<file path="src/rtl/par2ser_pkg.sv">
// rtl/par2ser_pkg.sv - shared state encoding and counter sizing for par2ser_tx
package par2ser_pkg;

  typedef enum logic [1:0] {
    S_IDLE  = 2'b00,
    S_SHIFT = 2'b01,
    S_GAP   = 2'b10
  } state_e;

  localparam int GAP_CNT_W = 4;

  // Bit counter must index 0..w-1; never narrower than one bit.
  function automatic int cnt_w(input int w);
    return (w > 2) ? $clog2(w) : 1;
  endfunction

endpackage

</file>
<file path="src/rtl/shift_reg_ld.sv">
// rtl/shift_reg_ld.sv - parallel-load shift register with selectable head bit
module shift_reg_ld #(
  parameter int WIDTH     = 8,
  parameter bit MSB_FIRST = 1'b1
) (
  input  logic             c,
  input  logic             rst,
  input  logic             load,
  input  logic             shift,
  input  logic [WIDTH-1:0] d,
  output logic             head
);

  logic [WIDTH-1:0] q;

  // Load has priority so a word can be captured regardless of shift enable.
  always_ff @(posedge c) begin
    if (rst) begin
      q <= '0;
    end else if (load) begin
      q <= d;
    end else if (shift) begin
      if (MSB_FIRST) q <= {q[WIDTH-2:0], 1'b0};
      else           q <= {1'b0, q[WIDTH-1:1]};
    end
  end

  assign head = MSB_FIRST ? q[WIDTH-1] : q[0];

endmodule

</file>
<file path="src/rtl/par2ser_tx.sv">
// rtl/par2ser_tx.sv - valid/ready word in, framed serial bit stream out
module par2ser_tx
  import par2ser_pkg::*;
#(
  parameter int WIDTH     = 8,
  parameter bit MSB_FIRST = 1'b1,
  parameter int GAP       = 1
) (
  input  logic             c,
  input  logic             rst,
  input  logic [WIDTH-1:0] din,
  input  logic             din_valid,
  output logic             din_ready,
  output logic             sdo,
  output logic             sframe,
  output logic             busy,
  output logic             done
);

  localparam int CW = cnt_w(WIDTH);
  localparam logic [CW-1:0] BIT_LAST = CW'(WIDTH - 1);
  localparam logic [GAP_CNT_W-1:0] GAP_LAST = (GAP > 0) ? 4'(GAP - 1) : 4'd0;

  state_e                 state;
  logic [CW-1:0]          bit_cnt;
  logic [GAP_CNT_W-1:0]   gap_cnt;
  logic                   accept;
  logic                   head;
  logic                   in_shift;

  assign in_shift  = (state == S_SHIFT);
  assign din_ready = (state == S_IDLE) && !rst;
  assign accept    = din_valid && din_ready;

  always_ff @(posedge c) begin
    if (rst) begin
      state   <= S_IDLE;
      bit_cnt <= '0;
      gap_cnt <= '0;
    end else begin
      case (state)
        S_IDLE: begin
          if (accept) begin
            state   <= S_SHIFT;
            bit_cnt <= '0;
          end
        end
        S_SHIFT: begin
          if (bit_cnt == BIT_LAST) begin
            bit_cnt <= '0;
            gap_cnt <= '0;
            state   <= (GAP > 0) ? S_GAP : S_IDLE;
          end else begin
            bit_cnt <= bit_cnt + 1'b1;
          end
        end
        S_GAP: begin
          if (gap_cnt == GAP_LAST) state <= S_IDLE;
          else                     gap_cnt <= gap_cnt + 1'b1;
        end
        default: state <= S_IDLE;
      endcase
    end
  end

  shift_reg_ld #(
    .WIDTH     (WIDTH),
    .MSB_FIRST (MSB_FIRST)
  ) u_sreg (
    .c     (c),
    .rst   (rst),
    .load  (accept),
    .shift (in_shift),
    .d     (din),
    .head  (head)
  );

  assign sdo    = in_shift && head;
  assign sframe = in_shift;
  assign busy   = (state != S_IDLE);
  assign done   = in_shift && (bit_cnt == BIT_LAST);

endmodule
</file>
<file path="config.mk">
export PLATFORM = sky130hd
export DESIGN_NAME = par2ser_tx
export DESIGN_NICKNAME = d
export VERILOG_FILES = /design/src/rtl/par2ser_pkg.sv /design/src/rtl/shift_reg_ld.sv /design/src/rtl/par2ser_tx.sv
export SDC_FILE = /design/constraint.sdc
export NUM_CORES = 1
export LEC_CHECK = 0
export CAP_MARGIN = 25
export CELL_PAD_IN_SITES_DETAIL_PLACEMENT = 1
export CELL_PAD_IN_SITES_GLOBAL_PLACEMENT = 2
export CORE_MARGIN = 1.5
export CORE_UTILIZATION = 31
export CTS_CLUSTER_SIZE = 40
export DETAILED_ROUTE_END_ITERATION = 10
export GPL_ROUTABILITY_DRIVEN = 0
export GPL_TIMING_DRIVEN = 1
export PLACE_DENSITY = 0.81
export RECOVER_POWER = 100
export SLEW_MARGIN = 20
export SYNTH_ARGS = -nofsm -noshare
export SYNTH_HDL_FRONTEND = slang
export SYNTH_HIERARCHICAL = 1
export SYNTH_SLANG_ARGS = --single-unit
</file>
<file path="constraint.sdc">
create_clock -name c -period 1.8 [get_ports c]
set_clock_uncertainty 0.1 [all_clocks]
set_input_delay 0.18 -clock c [delete_from_list [all_inputs] [get_ports c]]
set_output_delay 0.18 -clock c [all_outputs]
set_load 0.005 [all_outputs]
</file>
==> impl_metrics.py <==
metrics = {
    "worst_setup_path": {
        "worst_ep_arrival_time_ns": 1.45,
        "rrSetupSlack_ns": 0.09,
        "rr_startpoint": "state[0]",
        "r2r_cells": 6,
        "crit_path_start": "state[0]",
        "worstSetupPathType": "reg2out",
        "r2r-end": "gap_cnt[1]",
        "worstPathMaxFanout": 2,
        "cp-start-kind": "flop",
        "endpoint": "din_ready",
        "cp-end-kind": "primary output",
        "required_ns": 1.52,
    },
    "power": {
        "peakVddDrop_v": 0.000368,
        "power_density_nw_per_um2": 635,
        "p_leak_uw": 0.000455,
    },
    "global_route": {
        "grt_pass1_vias": 845,
        "grt_use_total": 0.144,
        "grt_overflow": 0,
        "grt_pass1_wl_um": 3590,
        "grt_max_degree": 19,
        "antenna_found_initial": 0,
    },
    "yosys": {
        "async_flop_share": 0,
        "yosys-top-cells-area": "dfxtp_1 39%, mux2i_1 9.1%, a211oi_1 6.0%",
        "synth_mux_area_frac": 0.0914,
        "syn_nets": 105,
        "syn_avg_cell_area_um2": 9.73,
        "synth_compound_gate_area_share": 0.180,
        "synth.top_cell.area_share": 0.389,
        "netlist_instances": 90,
        "synth.largest_area_cell": "dfxtp_1",
        "yosys.area_share.simple": 0.214,
        "synth_xor_area_frac": 0,
        "synth_most_common_cell": "dfxtp_1",
        "synth_cell_types": 33,
        "synth_edf_count": 0,
        "yosysWarnings": 6,
        "netlist_top_cells_count": "17 x dfxtp_1, 8 x mux2i_1, 8 x nor2b_1, 7 x a211oi_1, 6 x nor2_1",
        "synthAdderAreaFrac": 0.0571,
        "syn_area_um2": 876,
        "ys.flop_type": "dfxtp_1",
        "synth_top_family_by_area": "simple AND/OR/NAND/NOR gates",
        "ys_seq_elements": 17,
        "ys_seq_area_frac": 0.389,
    },
    "timing": {
        "hold_ws_ns": 0.338,
        "setup_viol": 0,
        "fmaxAchievable_ghz": 0.578,
        "finalSetupTns_ns": 0,
        "period_needed_ns": 1.73,
        "setup_ws_ns": 0.0694,
        "period_share": 0.961,
        "hold_viol": 0,
        "relSlewSlack": 0.723,
        "worstMarginPinSlew_ns": 0.414,
        "maxSlewViolCount": 0,
    },
    "final_layout": {
        "antennaDiodeCount": 0,
        "area_delta_synth_final_pct": 31.1,
        "finalInstanceArea_um2": 1150,
        "nFillCells": 332,
        "nNetsFinal": 133,
        "drive_gt1_frac": 0.205,
    },
    "route": {
        "vias": 752,
        "wl_per_cell_um": 13.9,
        "ant_nets": 0,
        "drt_iter0_drc": 14,
        "drc": 0,
        "viasPerCell": 5.08,
        "finalWirelength_um": 2060,
        "firstDrtPassIters": 3,
    },
    "placement": {
        "place_area_um2": 1080,
        "dp_slack_ns": 0.0651,
        "post-dp-hpwl_um": 1510,
        "io_buffer_count": 15,
    },
    "job": {
        "cap_violations": 0,
    },
    "floorplanning": {
        "start_util": 0.323,
        "io_pins": 16,
        "core_um2": 2710,
        "die_w_um": 56.2,
        "die_area_um2": 3150,
        "row_count": 19,
        "die_h_um": 56.2,
    },
    "clock_tree": {
        "cts_tree": "yes",
        "worstSkewPairLatency_ns": 0.29,
        "clk_pin_slew_ns": 0.10,
        "h-tree-depth": 1,
        "root_buffer": "clkbuf_4",
        "numCtsBuffers": 3,
        "cts_sinks": 17,
        "cts_buffer_depth": 2,
    },
    "worst_hold_path": {
        "hold_class": "in2reg",
    },
    "status": {
        "status": "finished, final reports clean",
    },
}
==> cell type report <==
cell class	instances	area (um^2)	share of cell area
clock inverters	1	5.00	0.00436
well taps	31	38.8	0.0338
clock buffers	3	22.5	0.0196
repair buffers	28	236	0.206
inverters	5	18.8	0.0163
flip-flops and latches	17	343	0.298
multi-input cells	63	484	0.422
==> logic make-up after synthesis <==
| logic type | Yosys count |
|---|---|
| DFF | 17 |
| adders and majority gates | 4 |
| buffers and inverters | 10 |
| and+or+nand+nor | 30 |
| muxes | 8 |
| AOI/OAI and AO/OA | 21 |
==> placed cells by master (no fill, tap or decap) <==
cell type         n
a21oi_1           3
a22oi_1           2
a211oi_1          7
a211o_1           1
o21ba_2           1
nand4_1           1
nor2b_1           7
clkdlybuf4s50_1  12
or3_1             1
o21ai_0           1
inv_2             1
nand2_1           2
nand2b_4          1
dfxtp_2           2
nor2_1            6
and2_2            1
nor3_1            1
mux2i_1           8
dlygate4sd2_1     3
buf_4            11
dfxtp_1          15
a32oi_1           1
o21bai_1          1
or3b_1            1
nor3b_1           1
and2_1            2
o31ai_2           1
nand3b_1          1
inv_1             4
o211ai_1          2
or4b_1            2
nor2b_4           1
or2_2             1
clkbuf_1          2
ha_1              4
clkbuf_4          3
clkinv_2          1
a21o_1            1
or4_1             1
==> layer usage <==
| metal | share of wire | global-route usage | vias up |
|---|---|---|---|
| met5 | 0 | 0 | - |
| met3 | 0.038 | 0.0256 | 5 |
| li1 | - | - | 380 |
| met1 | 0.44 | 0.154 | 355 |
| met4 | 0.023 | 0.0816 | 0 |
| met2 | 0.50 | 0.264 | 12 |
==> critical path: stages (launching register included) <==
cell	delay, ns
dfxtp_2	0.34
buf_4	0.13
or2_2	0.30
nor2_1	0.13
dlygate4sd2_1	0.27
==> worst min-delay path by stage <==
stage / from / to / cells after the start
floorplan: din[0] / u_sreg/q[0] / 2
global placement: bit_cnt[1] / bit_cnt[1] / 2
detailed placement: bit_cnt[2] / bit_cnt[2] / 2
CTS: din[0] / u_sreg/q[0] / 3
global route: din[0] / u_sreg/q[0] / 3
finish: din[0] / u_sreg/q[0] / 3
==> what timing repair did <==
action                                  in CTS  in global routing
endpoints found under the setup margin       4                  7
hold buffers                                 0                  0
gates resized for setup                      9                  2
setup buffers                                5                  1
==> sequential cells by signal (all words and copies together), names as in the netlist <==
name and flops:
state 2, gap_cnt 4, bit_cnt 3, u_sreg/q 8
==> report_power, final <==
| group | switching (uW) | total [uW] | internal [uW] |
|---|---|---|---|
| Sequential | 8.88 | 402 | 393 |
| Clock | 123 | 206 | 82.8 |
| Combinational | 50.4 | 123 | 72.2 |
| Total | 182 | 730 | 548 |
==> metrics by stage <==
stage / utilization / total power (uW) / cells
3_3_place_gp: 0.397 / 519 / 138
3_5_place_dp: 0.397 / 523 / 138
2_1_floorplan: - / 472 / 90
4_1_cts: 0.425 / 748 / 147
6_report: 0.424 / 730 / 148
5_1_grt: 0.424 / 777 / 148
Note: power is estimated with default switching activity, not from simulation.
